### src/rtl/mem_ctrl.sv
// Purpose: byte-wide RAM/IO port shared by the fetch byte stream and LSB 1/2/4-byte loads/stores; LSB wins.
// Latency: fetch byte 1 cycle after if_rdy; load done N+2 cycles, store done N+1 cycles after the request cycle.
// Backpressure: rdy_in low freezes state and bus; IO stores issue a byte only while io_buffer_full is low.
// Ports: clk_in/rst_in (async, active-high), rdy_in global enable, rob_clear load abort;
//        if_en/if_addr -> if_rdy/if_byte fetch port; lsb_req/we/addr/len/wdata -> lsb_done/lsb_rdata LSB port;
//        mem_din/mem_dout/mem_a/mem_wr RAM/IO bus; io_buffer_full/io_writing IO store pacing.
module mem_ctrl #(
  parameter int                ADDR_W  = 32,
  parameter logic [ADDR_W-1:0] IO_MASK = 32'h30000
) (
  input  logic              clk_in,
  input  logic              rst_in,
  input  logic              rdy_in,
  input  logic              rob_clear,
  input  logic              if_en,
  input  logic [ADDR_W-1:0] if_addr,
  output logic              if_rdy,
  output logic [7:0]        if_byte,
  input  logic              lsb_req,
  input  logic              lsb_we,
  input  logic [ADDR_W-1:0] lsb_addr,
  input  logic [2:0]        lsb_len,
  input  logic [31:0]       lsb_wdata,
  output logic              lsb_done,
  output logic [31:0]       lsb_rdata,
  output logic              io_writing,
  input  logic [7:0]        mem_din,
  output logic [7:0]        mem_dout,
  output logic [ADDR_W-1:0] mem_a,
  output logic              mem_wr,
  input  logic              io_buffer_full
);

  typedef enum logic [1:0] {IDLE = 2'd0, LD = 2'd1, ST = 2'd2} state_t;

  // Request latched on acceptance so the LSB may drop or change its inputs mid-operation.
  typedef struct packed {
    logic              we;
    logic              io;
    logic [2:0]        len;
    logic [ADDR_W-1:0] base;
    logic [31:0]       wdata;
  } req_t;

  state_t            state, state_nxt;
  logic [2:0]        cnt, cnt_nxt;      // 1-based cycle index inside LD/ST
  req_t              req_q;
  logic [31:0]       ld_data;
  logic [ADDR_W-1:0] last_a;            // address presented last cycle

  logic              act;
  logic [2:0]        len_norm;
  logic [ADDR_W-1:0] cur_a;
  logic [1:0]        cap_idx, wr_idx;
  logic              ld_issue, ld_capture, st_blocked, st_issue;

  assign act        = rdy_in & ~rst_in;
  assign len_norm   = (lsb_len == 3'd1 || lsb_len == 3'd2) ? lsb_len : 3'd4;
  assign cur_a      = req_q.base + ADDR_W'(cnt - 3'd1);
  // Read data lags the issued address by one cycle, so cycle k captures byte k-2.
  assign cap_idx    = 2'(cnt - 3'd2);
  assign wr_idx     = 2'(cnt - 3'd1);
  assign ld_issue   = (state == LD) && (cnt <= req_q.len) && !rob_clear;
  assign ld_capture = (state == LD) && (cnt >= 3'd2) && (cnt <= req_q.len + 3'd1) && !rob_clear;
  assign st_blocked = req_q.io && io_buffer_full;
  assign st_issue   = (state == ST) && (cnt <= req_q.len) && !st_blocked;

  // State and datapath registers.
  always_ff @(posedge clk_in or posedge rst_in) begin
    if (rst_in) begin
      state   <= IDLE;
      cnt     <= '0;
      req_q   <= '0;
      ld_data <= '0;
      last_a  <= '0;
    end else begin
      state  <= state_nxt;
      cnt    <= cnt_nxt;
      // While frozen mem_a already equals last_a, so the RAM keeps reading the pending byte.
      last_a <= mem_a;
      if (act && state == IDLE && lsb_req) begin
        req_q.we    <= lsb_we;
        req_q.io    <= (lsb_addr & IO_MASK) == IO_MASK;
        req_q.len   <= len_norm;
        req_q.base  <= lsb_addr;
        req_q.wdata <= lsb_wdata;
        ld_data     <= '0;
      end
      if (act && ld_capture) begin
        ld_data[{cap_idx, 3'b000} +: 8] <= mem_din;
      end
    end
  end

  // Next-state logic.
  always_comb begin
    state_nxt = state;
    cnt_nxt   = cnt;
    if (act) begin
      case (state)
        IDLE: begin
          if (lsb_req) begin
            state_nxt = lsb_we ? ST : LD;
            cnt_nxt   = 3'd1;
          end
        end
        LD: begin
          if (rob_clear || cnt == req_q.len + 3'd2) begin
            state_nxt = IDLE;
            cnt_nxt   = '0;
          end else begin
            cnt_nxt = cnt + 3'd1;
          end
        end
        ST: begin
          if (cnt == req_q.len + 3'd1) begin
            state_nxt = IDLE;
            cnt_nxt   = '0;
          end else if (!st_blocked) begin
            cnt_nxt = cnt + 3'd1;
          end
        end
        default: begin
          state_nxt = IDLE;
          cnt_nxt   = '0;
        end
      endcase
    end
  end

  // Output logic.
  always_comb begin
    if_rdy   = 1'b0;
    mem_a    = last_a;
    mem_wr   = 1'b0;
    mem_dout = 8'h00;
    lsb_done = 1'b0;
    if (act) begin
      case (state)
        IDLE: begin
          if (!lsb_req && if_en && !rob_clear) begin
            if_rdy = 1'b1;
            mem_a  = if_addr;
          end
        end
        LD: begin
          if (ld_issue) mem_a = cur_a;
          lsb_done = !rob_clear && (cnt == req_q.len + 3'd2);
        end
        ST: begin
          if (st_issue) begin
            mem_wr   = 1'b1;
            mem_a    = cur_a;
            mem_dout = req_q.wdata[{wr_idx, 3'b000} +: 8];
          end
          lsb_done = (cnt == req_q.len + 3'd1);
        end
        default: ;
      endcase
    end
  end

  assign io_writing = (state == ST) && req_q.io;
  assign lsb_rdata  = (lsb_done && state == LD) ? ld_data : 32'h0;
  assign if_byte    = rst_in ? 8'h00 : mem_din;

endmodule

### config.mk
export PLATFORM = sky130hd
export DESIGN_NAME = mem_ctrl
export DESIGN_NICKNAME = d
export VERILOG_FILES = /design/src/rtl/mem_ctrl.sv
export SDC_FILE = /design/constraint.sdc
export NUM_CORES = 1
export LEC_CHECK = 0
export BUFFER_PORTS_ARGS = -buffer_cell sky130_fd_sc_hd__buf_2
export CAP_MARGIN = 40
export CORE_MARGIN = 2
export CORE_UTILIZATION = 47
export CTS_BUF_LIST = sky130_fd_sc_hd__clkbuf_8
export DETAILED_ROUTE_END_ITERATION = 8
export PLACE_DENSITY_LB_ADDON = 0.05
export SETUP_SLACK_MARGIN = 0.02
export SLEW_MARGIN = 20
export SYNTH_ARGS = -nofsm -noshare
export SYNTH_HDL_FRONTEND = slang
export SYNTH_SLANG_ARGS = --single-unit
### constraint.sdc
create_clock -name clk_in -period 8.6 [get_ports clk_in]
set_input_delay 0.86 -clock clk_in [delete_from_list [all_inputs] [get_ports clk_in]]
set_output_delay 0.86 -clock clk_in [all_outputs]
set_load 0.05 [all_outputs]
---- Word-level counts from Yosys, hierarchy flattened ----
Cells that the tools add are included.
word-level totals
  register bits ........................... 137
  input bits .............................. 115
  output and inout bits ................... 84
  word-level logic and storage cells ...... 91
operators by class
  $add $sub $neg .......................... 8
  magnitude comparators ................... 3
  eq/ne operators ......................... 11
  shift operators ......................... 3
  mux-type cells .......................... 32
  bitwise gates (word level) .............. 2
  reductions and logical operators ........ 24
operators by type and width
  operator                                               count
  two-way mux 32 bit                                     7
  one-hot mux 32 bit (3 select lines)                    1
  adder 32 bit                                           1
  bitwise mux 32 bit                                     1
  two-way mux 8 bit                                      4
  variable shift 8 x 7 -> 32 bit, first input constant   1
  variable part select 32 x 6 -> 8 bit                   1
  variable part select 8 x 7 -> 32 bit                   1
  logical AND 1 bit                                      16
  two-way mux 3 bit                                      5
  one-hot mux 3 bit (3 select lines)                     1
  two-way mux 2 bit                                      4
  two-way mux 1 bit                                      7
  negation 5 -> 7 bit                                    1
  adder 3 x 1 -> 3 bit, second input constant            2
  equality test 3 bit                                    2
  less-or-equal comparator 3 bit                         2
  one-hot mux 2 bit (3 select lines)                     1
  equality test 2 bit, second input constant             2
  inequality test 2 x 1 -> 1 bit, second input constant  2
  AND reduction 4 bit                                    1
  subtractor 3 x 1 -> 4 bit, second input constant       1
  adder 3 x 2 -> 3 bit, second input constant            1
  equality test 3 x 1 -> 1 bit, second input constant    1
  other kinds (14)                                       17

---- Logic depth before layout (Yosys ltp) ----
  depth in word-level cells ............... 7
  mapped depth ............................ 11
  gate-level depth less buffers ........... 11

---- Least setup slack after synthesis ----
Ideal clock, no wire load.
  path type ............................... reg2out
  start point ............................. reg cnt[1]
  end point ............................... out mem_a[26]
  arrival ................................. 5.431 ns
  required time ........................... 7.740 ns
  path slack .............................. 2.309 ns
  stages on the path, launching flop included .. 10
  buffers on the path ..................... 0
  cell sequence ........................... dfrtp_1 nor3_1 ha_1 a21oi_1 o21ai_0 o21a_1 a211o_1 a21o_1 nor3b_1 nor4_1
on the way
  longest elaborated chain between the ends .. 6
  elaborated cells between the ends (all ways) .. 11
  those cells by class .................... add/sub (2); order compare (1); mux (4); reduce/logical (4)
ends and longest elaborated chain
  item                                                  line  source
  start: declaration                                    46    logic [2:0] cnt, cnt_nxt;
  start signal: assignment                              78    cnt <= cnt_nxt;
  branches (longest 4 deep; another with adder 32 bit)  --
  one-hot mux 32 bit (3 select lines) (*)               139   case (state)
  two-way mux 32 bit (*)                                138   if (act) begin
  end: declaration                                      29    output logic [ADDR_W-1:0] mem_a,
Mark *: on every way between the ends.

---- Worst setup path in the final report ----
  start point ............................. reg cnt[0]
  end point ............................... out mem_a[25]
Same word-level chain as after synthesis.

==> qor.yml <==
firstDrtPassIters: 5
syn_area_sq_um: 8262
cts_inserted_buffers: 17
reg2reg_slack_ps: 4700
fin_crit_ps: 5445
hold_viol_final: 0
criticalPathCategory: "reg -> out"
slew_headroom_pct: 55.86
async_flop_share_pct: 100.0
clock_skew_ps: 10.09
first_iter_violations: 450
grt-ovfl-total: 0
rsz0062_at_grt: "false"
synth_cells: 843
grt_pass1_vias: 6875
diodes: 0
cts_hold_buf: 0
worst-r2r-cell-count: 12
start_kind: "flop"
core_area_sq_um: 17240
end_kind: "output pin"
clk_pin_slew_ps: 80
fin_crit_sh_pct: 63.31
post-route-util_pct: 57.88
clock_latency_ps: 470
cts.sink_count: 137
drc: 0
r2r-start: "cnt[0]$_DFFE_PP0P_"
synth-seq-cells: 137
routedWlPerCell_um: 17.64
finalNetCount: 1201
antenna_found_initial: 2
area_delta_synth_final_pct: 20.76
nFillCells: 1612
initial_core_util_pct: 47.93
rows: 48
crit_chain: "buf_8 > inv_1 > ha_1 > inv_1 > ha_1 > a211oi_1 > o21ai_1 > a31oi_1 > a31oi_1 > a221oi_2 > xor2_1 > a41oi_1 > buf_2"
dieArea_sq_um: 18650
hp-class: "reg -> reg"
crit_path_top_delay_cell: "ha_1"
ctsResizeCount: 0
synth.avg_cell_area_sq_um: 9.800
gp_congestion: 0.8982
crit_fanout: 15
worstHoldPathCells: 2
worstMarginPinSlew_ps: 662.1
status: "finished clean"
io_buffers: 198
place_hpwl_um: 16470
synth_cell_type_count: 63
finalWirelength_um: 22450
synth-seq-area-share_pct: 41.50
die_h_um: 136.6
synth_edf_count: 0
peakVddDrop_uv: 326.3
vias: 7200
setup_viol: 0
slowest_delay_ps: 730
required_ps: 7740
synth_nets: 1008
ioPinCount: 199
clock_path_buffers: 2
finalSetupTns_ps: 0
antenna_left: 0
fp.dieW_um: 136.6
maxCapViolations: 0
powerDensity_nw_per_um2: 471.3
vias_per_cell: 5.656
drive_gt1_share_pct: 31.68
cts_tree: "done"
fmax_mhz: 183.7
r2r-end: "last_a[25]$_DFF_PP0_"
h-tree-depth: 4
leakagePower_nw: 4.832
min_to: "ld_data[8]$_DFF_PP0_"
cp.arrival_ps: 4590
finalMaxSlewViolations: 0
placed_area_sq_um: 9555
fin_area_sq_um: 9977
track_usage_pct: 24.79
ys.flop_type: "dfrtp_1"
cts_setup_buffers: 0
cts-root-buf: "clkbuf_8"
min_from: "ld_data[8]$_DFF_PP0_"
yosysWarnings: 0
grt_first_pass_wirelength_um: 35750
grt_max_degree: 71
-- stage by stage --
stage	hold slack, ps	total power, W	worst slack (ps)	cells
2_1_floorplan	458.5	0.003392	2309	843
6_report	496.5	0.004702	3155	1273
4_1_cts	497.5	0.004706	2555	1272
3_5_place_dp	476.1	0.004127	3113	1241
3_3_place_gp	472.5	0.004101	3198	1232
5_1_grt	515.8	0.005086	2814	1273
-- cell type report --
type | count | area (sq um) | share of cell area (%)
sequential | 137 | 3428 | 34.36
inverter | 21 | 83.83 | 0.8402
clock inverter | 10 | 117.6 | 1.179
multi-input combinational | 645 | 4613 | 46.24
clock buffer | 21 | 289.0 | 2.897
tap | 225 | 281.5 | 2.822
timing repair buffer | 214 | 1164 | 11.66
-- layout by cell type (no fill, tap or decap), drive strengths merged, types with 8 or more instances in the layout --
cell      n
o21ai    79
a41oi    14
nand2   102
clkbuf   21
nor3      8
mux2     64
xnor2    22
nor2     25
dfrtp   137
a21o      9
nor2b    23
a22oi    20
xor2      9
mux4      8
buf     214
inv      24
and3     35
a21oi    62
nand3    32
ha       49
a22o      9
-- synth_stat cells (all sizes together), types with 2 or more instances --
cell,count,area [sq um]
a211oi,3,27.52
a21boi,2,18.77
a21o,9,67.56
a21oi,62,310.3
a221o,3,30.03
a221oi,2,23.77
a22o,9,78.83
a22oi,20,150.1
a31oi,4,25.02
a41oi,14,130.1
and2,6,37.54
and2b,2,15.01
and3,35,219.0
buf,10,46.29
clkbuf,30,112.6
dfrtp,137,3428
ha,49,613.1
inv,21,78.83
mux2,64,720.7
mux4,8,180.2
nand2,102,382.9
nand2b,5,31.28
nand3,32,160.2
nand3b,2,15.01
nand4,4,25.02
nor2,25,93.84
nor2b,23,143.9
nor3,8,40.04
nor4,4,40.04
o211ai,3,27.52
o21a,6,45.04
o21ai,79,395.4
o21bai,4,30.03
o31ai,6,55.05
o41ai,2,25.03
or3,2,12.51
or3b,2,17.52
xnor2,22,192.7
xor2,9,78.83
-- critical path: cells and delay by family, from the launching register on --
family	cells	cell delay, ps
adder cells (fa/ha/maj)	2	1070
AO/OA/AOI/OAI	6	1650
flip-flops	1	380
buffers and inverters	4	930
XOR/XNOR	1	100
-- layer usage --
layer | track usage, % | vias to the layer above | share of wire, %
met4 | 5.961 | 2 | 1.2
li1 | - | 3460 | -
met3 | 6.444 | 22 | 6.3
met5 | 0 | - | 0.053
met1 | 35.01 | 3504 | 46
met2 | 38.14 | 212 | 46
-- how the worst max path moves through the flow --
stage	startpoint	to	cells after the start
after global routing	cnt[0]$_DFFE_PP0P_	mem_a[23]	13
after floorplan	cnt[1]$_DFFE_PP0P_	mem_a[26]	9
after detailed placement	cnt[0]$_DFFE_PP0P_	mem_a[25]	12
after global placement	cnt[0]$_DFFE_PP0P_	mem_a[25]	12
after CTS	cnt[0]$_DFFE_PP0P_	mem_a[25]	12
final	cnt[0]$_DFFE_PP0P_	mem_a[25]	13
-- sequential cells by signal, indices dropped and copies added (netlist names) --
register / flops
req_q: 68
last_a: 32
ld_data: 32
cnt: 3
state: 2
-- cells by family after synthesis --
logic type / Yosys count / synth area share (%)
and+or+nand+nor: 255 / 15.21
muxes: 73 / 11.03
AOI/OAI and AO/OA: 235 / 18.17
xor gates and xnor gates: 32 / 3.559
DFF: 137 / 41.50
adders and majority gates: 50 / 7.663
buffers and inverters: 61 / 2.878
-- where the power goes --
group	switching [W]	internal [W]	leakage (nW)	total (W)
Combinational	0.00196	0.00117	2.89	0.00314
Clock	0.000268	0.000287	0.202	0.000556
Sequential	0.000131	0.000878	1.74	0.00101
Total	0.00236	0.00234	4.83	0.00470
(Power assumes the default switching activity.)
